`config.mk`:
```
export PLATFORM = sky130hd
export DESIGN_NAME = div_seq
export DESIGN_NICKNAME = d
export VERILOG_FILES = /design/src/rtl/div_pkg.sv /design/src/rtl/div_step.sv /design/src/rtl/div_seq.sv
export SDC_FILE = /design/constraint.sdc
export NUM_CORES = 1
export LEC_CHECK = 0
export CAP_MARGIN = 25
export CORE_MARGIN = 2
export CORE_UTILIZATION = 35
export DETAILED_ROUTE_END_ITERATION = 8
export HOLD_SLACK_MARGIN = 0.1
export PLACE_DENSITY = 0.54
export SETUP_SLACK_MARGIN = 0.5
export SLEW_MARGIN = 15
export SYNTH_ARGS = -nofsm -noshare
export SYNTH_HDL_FRONTEND = slang
export SYNTH_SLANG_ARGS = --single-unit
export TNS_END_PERCENT = 5
```
`constraint.sdc`:
```
create_clock -name clk -period 4.6 [get_ports clk]
set_input_delay 0.69 -clock clk [delete_from_list [all_inputs] [get_ports clk]]
set_output_delay 0.69 -clock clk [all_outputs]
set_load 0.05 [all_outputs]
```
`src/rtl/div_pkg.sv`:
```
// Shared constants for the sequential divider: FSM state codes and counter sizing.
package div_pkg;

    localparam logic [1:0] ST_IDLE = 2'd0;
    localparam logic [1:0] ST_CALC = 2'd1;
    localparam logic [1:0] ST_FIN  = 2'd2;

    // Bit-counter width; operands are always at least 2 bits wide.
    function automatic int unsigned cnt_width(input int unsigned width);
        return (width < 2) ? 1 : $clog2(width);
    endfunction

endpackage

```
`src/rtl/div_step.sv`:
```
// One restoring-division iteration: shift in a dividend bit, subtract the divisor if it fits.
module div_step #(
    parameter int WIDTH = 16
) (
    input  logic [WIDTH-1:0] rem_in,
    input  logic             bit_in,
    input  logic [WIDTH-1:0] d,
    output logic [WIDTH-1:0] rem_out,
    output logic             q_bit
);

    // One extra bit so the shifted remainder never overflows before the compare.
    logic [WIDTH:0] shifted;

    always_comb begin
        shifted = {rem_in, bit_in};
        q_bit   = (shifted >= {1'b0, d});
        rem_out = q_bit ? WIDTH'(shifted - {1'b0, d}) : shifted[WIDTH-1:0];
    end

endmodule

```
`src/rtl/div_seq.sv`:
```
// Iterative restoring divider, one quotient bit per clock, start/busy/done handshake.
// Define DIV_SIGNED_EN for two's-complement operands (truncating division).
module div_seq #(
    parameter int WIDTH = 16
) (
    input  logic             clk,
    input  logic             rst,
    input  logic             start,
    input  logic [WIDTH-1:0] N,
    input  logic [WIDTH-1:0] D,
    output logic             busy,
    output logic             done,
    output logic [WIDTH-1:0] Q,
    output logic [WIDTH-1:0] R,
    output logic             div_by_zero
);
    import div_pkg::*;

    localparam int unsigned CNT_W = cnt_width(WIDTH);

    logic [1:0]       state;
    logic [CNT_W-1:0] cnt;
    logic [WIDTH-1:0] n_q;
    logic [WIDTH-1:0] d_q;
    logic [WIDTH-1:0] rem;
    logic [WIDTH-1:0] quo;
    logic             dbz_q;
    logic [WIDTH-1:0] step_rem;
    logic             step_q;
    logic [WIDTH-1:0] n_mag;
    logic [WIDTH-1:0] d_mag;
    logic [WIDTH-1:0] q_res;
    logic [WIDTH-1:0] r_res;
`ifdef DIV_SIGNED_EN
    logic             n_neg;
    logic             d_neg;
    logic [WIDTH-1:0] r_mag;
`endif

    div_step #(.WIDTH(WIDTH)) u_step (
        .rem_in  (rem),
        .bit_in  (n_q[cnt]),
        .d       (d_q),
        .rem_out (step_rem),
        .q_bit   (step_q)
    );

    assign busy = (state == ST_CALC);

`ifdef DIV_SIGNED_EN
    // The core divides magnitudes; signs are reapplied when the result is loaded.
    always_comb begin
        n_mag = N[WIDTH-1] ? WIDTH'(-N) : N;
        d_mag = D[WIDTH-1] ? WIDTH'(-D) : D;
        r_mag = dbz_q ? n_q : rem;
        r_res = n_neg ? WIDTH'(-r_mag) : r_mag;
        if (dbz_q)
            q_res = '1;
        else
            q_res = (n_neg ^ d_neg) ? WIDTH'(-quo) : quo;
    end
`else
    always_comb begin
        n_mag = N;
        d_mag = D;
        q_res = dbz_q ? '1 : quo;
        r_res = dbz_q ? n_q : rem;
    end
`endif

    always_ff @(posedge clk) begin
        if (rst) begin
            state       <= ST_IDLE;
            done        <= 1'b0;
            Q           <= '0;
            R           <= '0;
            div_by_zero <= 1'b0;
            cnt         <= '0;
            n_q         <= '0;
            d_q         <= '0;
            rem         <= '0;
            quo         <= '0;
            dbz_q       <= 1'b0;
`ifdef DIV_SIGNED_EN
            n_neg       <= 1'b0;
            d_neg       <= 1'b0;
`endif
        end else begin
            done <= 1'b0;
            case (state)
                ST_IDLE: begin
                    if (start) begin
                        n_q <= n_mag;
                        d_q <= d_mag;
                        rem <= '0;
                        quo <= '0;
                        cnt <= CNT_W'(WIDTH - 1);
`ifdef DIV_SIGNED_EN
                        n_neg <= N[WIDTH-1];
                        d_neg <= D[WIDTH-1];
`endif
                        dbz_q <= (D == '0);
                        state <= (D == '0) ? ST_FIN : ST_CALC;
                    end
                end
                ST_CALC: begin
                    rem      <= step_rem;
                    quo[cnt] <= step_q;
                    if (cnt == '0)
                        state <= ST_FIN;
                    else
                        cnt <= cnt - 1'b1;
                end
                ST_FIN: begin
                    Q           <= q_res;
                    R           <= r_res;
                    div_by_zero <= dbz_q;
                    done        <= 1'b1;
                    state       <= ST_IDLE;
                end
                default: state <= ST_IDLE;
            endcase
        end
    end

endmodule

```
* After elaboration in Yosys (flattened, before gate mapping)
Cells that the tools add are included.
Storage, ports and cells: register bits after elaboration 105, bits of input ports 35, output and inout port bits 35, word-level logic and storage cells 49
Cells by class: add/subtract/negate cells 2, order comparisons 3, equality and inequality tests 5, mux-type cells 19, reduce and logical (&&, ||, !) cells 9
Operators by type and width (number):
- 2-to-1 mux 16 bit | 4
- one-hot mux 16 bit (2 select lines) | 2
- >= comparator 17 x 16 -> 1 bit | 1
- bitwise mux 16 bit | 1
- logical NOT 16 bit | 1
- subtractor 16 bit | 1
- 2-to-1 mux 4 bit | 2
- one-hot mux 4 bit (2 select lines) | 1
- 2-to-1 mux 2 bit | 3
- AND reduction 2 bit | 3
- less-than comparator 4 x 5 -> 1 bit, second input constant | 1
- binary-select mux 1 bit (select 4 bit) | 1
- demux 1 bit (select 4 bit) | 1
- >= comparator 4 x 1 -> 1 bit, second input constant | 1
- logical NOT 4 bit | 1
- != test 2 bit, second input constant | 2
- one-hot mux 2 bit (2 select lines) | 1
- subtractor 4 x 1 -> 4 bit, second input constant | 1
- 2-to-1 mux 1 bit | 3
- AND reduction 3 bit | 1
- == test 2 x 1 -> 1 bit, second input constant | 1
- == test 2 bit, second input constant | 1
- logical NOT 2 bit | 1
- != test 2 x 1 -> 1 bit, second input constant | 1
- 2 further kinds | 2

* Longest topological paths before layout
depth after elaboration 6, gate-level depth with buffers 14, depth with buffers taken out 13

* Cells and area by module
A second synthesis with hierarchy kept.
Unflattened totals: cells, all modules 637, area, all modules 5356.4 µm²
Modules (own cells, without submodules):
- div_seq | times used 1, cells an instance 481, area each 4191.5 µm², seq. area each 2102.0 µm²
- div_step | times used 1, cells an instance 156, area each 1164.9 µm², seq. area each 0.0 µm²

* Least setup slack after synthesis
Ideal clock, no wire load.
path type register to register, start point register cnt[0], end point register rem[0], setup time 0.122 ns, data arrival time 3.436 ns, required time 4.478 ns, slack 1.042 ns, stages on the path, launching flop included 14, path buffers 3, clock period less this slack 3.558 ns, path through dfxtp_1 > clkbuf_1 > mux4_2 > mux2_2 > o21ai_0 > ha_1 > nand3_1 > nor3_1 > a21bo_1 > a2111o_1 > buf_6 > or2_4 > buf_6 > a221o_1
On the way: word-level cells in the longest chain between the ends 5, elaborated cells between the ends (all ways) 6, classes of those cells add/sub (1); order compare (1); mux (4)
Ends and longest elaborated chain:
- from (decl) | RTL line div_seq.sv:22 | logic [CNT_W-1:0] cnt;
- from (signal assigned) | RTL line div_seq.sv:97 | cnt <= CNT_W'(WIDTH - 1);
- from (signal assigned) | RTL line div_seq.sv:112 | cnt <= cnt - 1'b1;
- binary-select mux 1 bit (select 4 bit) * | RTL line div_seq.sv:42 | .bit_in (n_q[cnt]),
- 2-to-1 mux 1 bit (not written as such) * | RTL line div_seq.sv:42
- subtractor 16 bit / >= comparator 17 x 16 -> 1 bit (equally long branches) | RTL line div_step.sv:18, div_step.sv:17
- 2-to-1 mux 16 bit * | RTL line div_step.sv:18 | rem_out = q_bit ? WIDTH'(shifted - {1'b0, d}) : shifted[WIDTH-1:0];
- one-hot mux 16 bit (2 select lines) * | RTL line div_seq.sv:90 | case (state)
- to (signal assigned) | RTL line div_seq.sv:107 | rem <= step_rem;
- to (decl) | RTL line div_seq.sv:25 | logic [WIDTH-1:0] rem;
Mark *: on every way between the ends. The rest lies on a longest branch, timed or not. The select of a mux whose other input is x is not followed. A chain may end at the register's enable or synchronous reset.

* Worst setup path after layout
start point register cnt[0], end point register rem[1]
The elaborated chain is that of the path after synthesis.

==> impl_results.md <==
- Reg2reg path depth: 10
- Met1 Use GR: 0.2683
- Final Hold Viols: 0
- Nature of the critical path endpoint: register
- Reg2Reg Launch Point: cnt[0]
- Synth Area in Compound Gates: 0.2217
- Pin count of the biggest net entering global routing: 90
- Via count: 4921
- I/O pin count: 70
- CP Max Fanout: 16
- Hold Path Origin: d_q[13]
- CTS tree: built
- Fin nets: approximately 770
- Largest family of logic cells by synthesized area: compound AO/OA/AOI/OAI gates
- Final worst slack: ~0.84 ns
- Max-slew violation count: 0
- Main flop type after synthesis: dfxtp_1
- Final worst path period share: 0.8175
- Final setup TNS: 0 ns
- Busiest grt layer: met2
- Flops & latches, synth: about 110
- Antenna-violating nets left: 0
- Vias in the first global route: between 4000 and 5000
- WS Path Type: register to register
- M2 GR Usage: 0.2963
- Clk root buf: clkbuf_16
- FILL cells: roughly 1500
- Wire length per cell: about 17 um
- WP data arrival: about 4 ns
- Post-Syn Area: approximately 5400 um^2
- Sequential Area: 2103 um^2
- CP Launch Type: register
- Post-synth EDFFs: 0
- Inserted Diodes: 0
- Total CTS buffers: 9
- Switching part of the total: 0.4381
- Area of the multi-input gates: a little under 3000 um^2
- Clock power share: 0.222
- Worst skew pair latency: approximately 0.36 ns
- Number of remaining DRC errors: 0
- Synth cell types: 56
- Hold Path Stages: 2
- Cts hold-fix bufs: 0
- Xor/xnor share of the synthesized area: 0.02114
- Slew Limit Headroom: 0.3811
- DRT iter0 DRCs: 322
- Worst reg-to-reg setup slack: approximately 0.84 ns
- Int Pwr: ~2.4 mW
- CORE AREA: about 15000 um^2
- Antenna violations before repair: 0
- Number of cell rows: 45
- Synthesized instance count: just under 700
- Mean post-synth cell area: roughly 8 um^2
- Total track usage: 0.1897
- Simple-Gate Fraction of Synth Area: 0.2038
- Slew @ Worst Pin: 0.9283 ns
- Most common cell after layout, fill and taps aside: nand2_1
- Clock slew seen by the registers of the worst setup and hold paths: about 0.070 ns
- Die W: 128.0 um
- Post-Syn Nets: approximately 730
- VDD IR-drop max: ~360 uV
- Pwr/cell area: about 660 nW/um^2
- Setup violators final: 0
- Adder-cell share of the synthesized area: 0.05251
- Ys Warns: 0
- Clk buf depth: 2
- Status: completed
- Setup WS pre-CTS: about 0.70 ns
- Buffers on Ports: between 60 and 70
- Sequential share of the synthesized area: 0.3903
- Initial Util: 0.3556
- Die area: 16390 um^2
- WHS Endpoint: d_q[13]
- Post-Route WL: 15.04 mm
- Req. time, crit path: between 4 and 5 ns
- Overflow after GRT: 0
- Mux cell area share after synthesis: 0.05251
- Final instance area: 6535 um^2
- Commonest cells after routing, fill and taps aside: nand2_1, dfxtp_1, clkdlybuf4s50_1
- Placed cell area: just over 6000 um^2
- Clock sink total: 105
- Die Height: roughly 130 um
- FFs w/ async S/R, synth: 0
- Layout cells sized above 1: 0.05734
- Max frequency: 265.9 MHz
- Pre-antenna DRT Iters: 4
- Via density: ~5.4
- Final hold slack: between 0.4 and 0.5 ns
- Synthesis-to-finish area growth: 21.35%
- Final min period: ~3.8 ns
- P_leak: between 2 and 2.5 nW
- Logic gate share of total power: 0.510
- Grt met3 use: 0.03506
- R2r endpoint: rem[1]
- RSZ-0062 raised after global routing: no
- Sequential share of power: 0.267
- Worst hold path type: register to register
- HPWL Detailed: 10.95 mm
- First-pass GRT wire length: around 25 mm
- Fin Clk Skew: about 0.0099 ns
- GPL Wtd Cong: ~0.87
- Max-cap viol count: 0
- H-Tree Depth: 3
- Psw: 1.885 mW
==> metrics by stage <==
stage,util,cells,power (mW)
after detailed placement,0.4054,885,3.334
after global placement,0.4054,885,3.317
after CTS,0.4296,901,4.300
final,0.4315,903,4.304
after floorplan,-,675,2.856
after global routing,0.4315,903,4.591
==> per-layer routing <==
metal,vias to the layer above,part of all wire
met4,0,0.013
met5,-,0
met3,15,0.046
met1,2329,0.50
li1,2465,-
met2,112,0.44
==> area by class of cell <==
cell class,instances,area share
Sequential cell,105,0.3218
Inverter,23,0.01321
Clock inverter,6,0.02106
Multi-Input combinational cell,493,0.4557
Clock buffer,10,0.03504
Timing Repair Buffer,78,0.1172
Tap cell,188,0.03599
==> state kept, by name (all words and copies together) (netlist names), 2 cells and up <==
| name | cells |
|---|---|
| Q | 16 |
| R | 16 |
| cnt | 4 |
| d_q | 16 |
| n_q | 16 |
| quo | 16 |
| rem | 16 |
| state | 2 |
==> synthesized netlist by cell type, drive strengths merged (6+ instances only) <==
cell / instances / share of area
o31ai: 6 / 0.0084
inv: 23 / 0.016
a21o: 6 / 0.0098
mux2i: 17 / 0.032
nor3: 42 / 0.039
nor2: 66 / 0.046
a31oi: 7 / 0.011
a21oi: 65 / 0.060
ha: 21 / 0.049
dfxtp: 105 / 0.39
o211ai: 23 / 0.032
nand3: 10 / 0.0093
clkbuf: 44 / 0.031
buf: 10 / 0.011
a211oi: 19 / 0.026
nand2: 108 / 0.075
xnor2: 8 / 0.013
o21ai: 24 / 0.022
==> worst max-delay path, cell delays in order, from the launching register on <==
cell and delay (ns):
dfxtp_2 0.48, mux4_2 0.53, mux2_2 0.27, o21ai_0 0.31
ha_1 0.32, nand3_1 0.09, nor3_1 0.05, a21bo_1 0.19
a2111o_1 0.63, or2_4 0.41, a311o_1 0.37
==> worst max path at each step <==
stage,from,endpoint,slack [ns],cells after the start
final,cnt[0],rem[1],0.84,10
after detailed placement,cnt[0],rem[1],0.70,10
after global placement,cnt[0],rem[1],0.81,10
after floorplan,cnt[0],rem[0],1.04,13
after global routing,cnt[0],rem[1],0.59,10
after CTS,cnt[0],rem[1],0.66,10
==> cells by family (layout without fill, tap and decap cells) <==
family                     count (synthesis)  after routing
muxes                                     23             23
xor gates and xnor gates                  13             13
DFF                                      105            105
AOI/OAI and AO/OA                        181            181
and+or+nand+nor                          254            254
adders and majority gates                 22             22
buffers and inverters                     77            117
==> timing repair <==
item,in CTS,in global routing
setup buffers,0,0
endpoints found under the hold margin,0,0
gates resized for setup,0,1
setup endpoints to repair,0,6
==> power by group through the flow <==
stage          logic, mW  registers (mW)  clock network [mW]
6_report            2.20            1.15               0.956
5_1_grt             2.41            1.17                1.01
4_1_cts             2.18            1.15               0.974
3_5_place_dp        2.16            1.17                   0
3_3_place_gp        2.15            1.17                   0
2_1_floorplan       1.72            1.14                   0
Note: power is estimated with default switching activity, not from simulation.
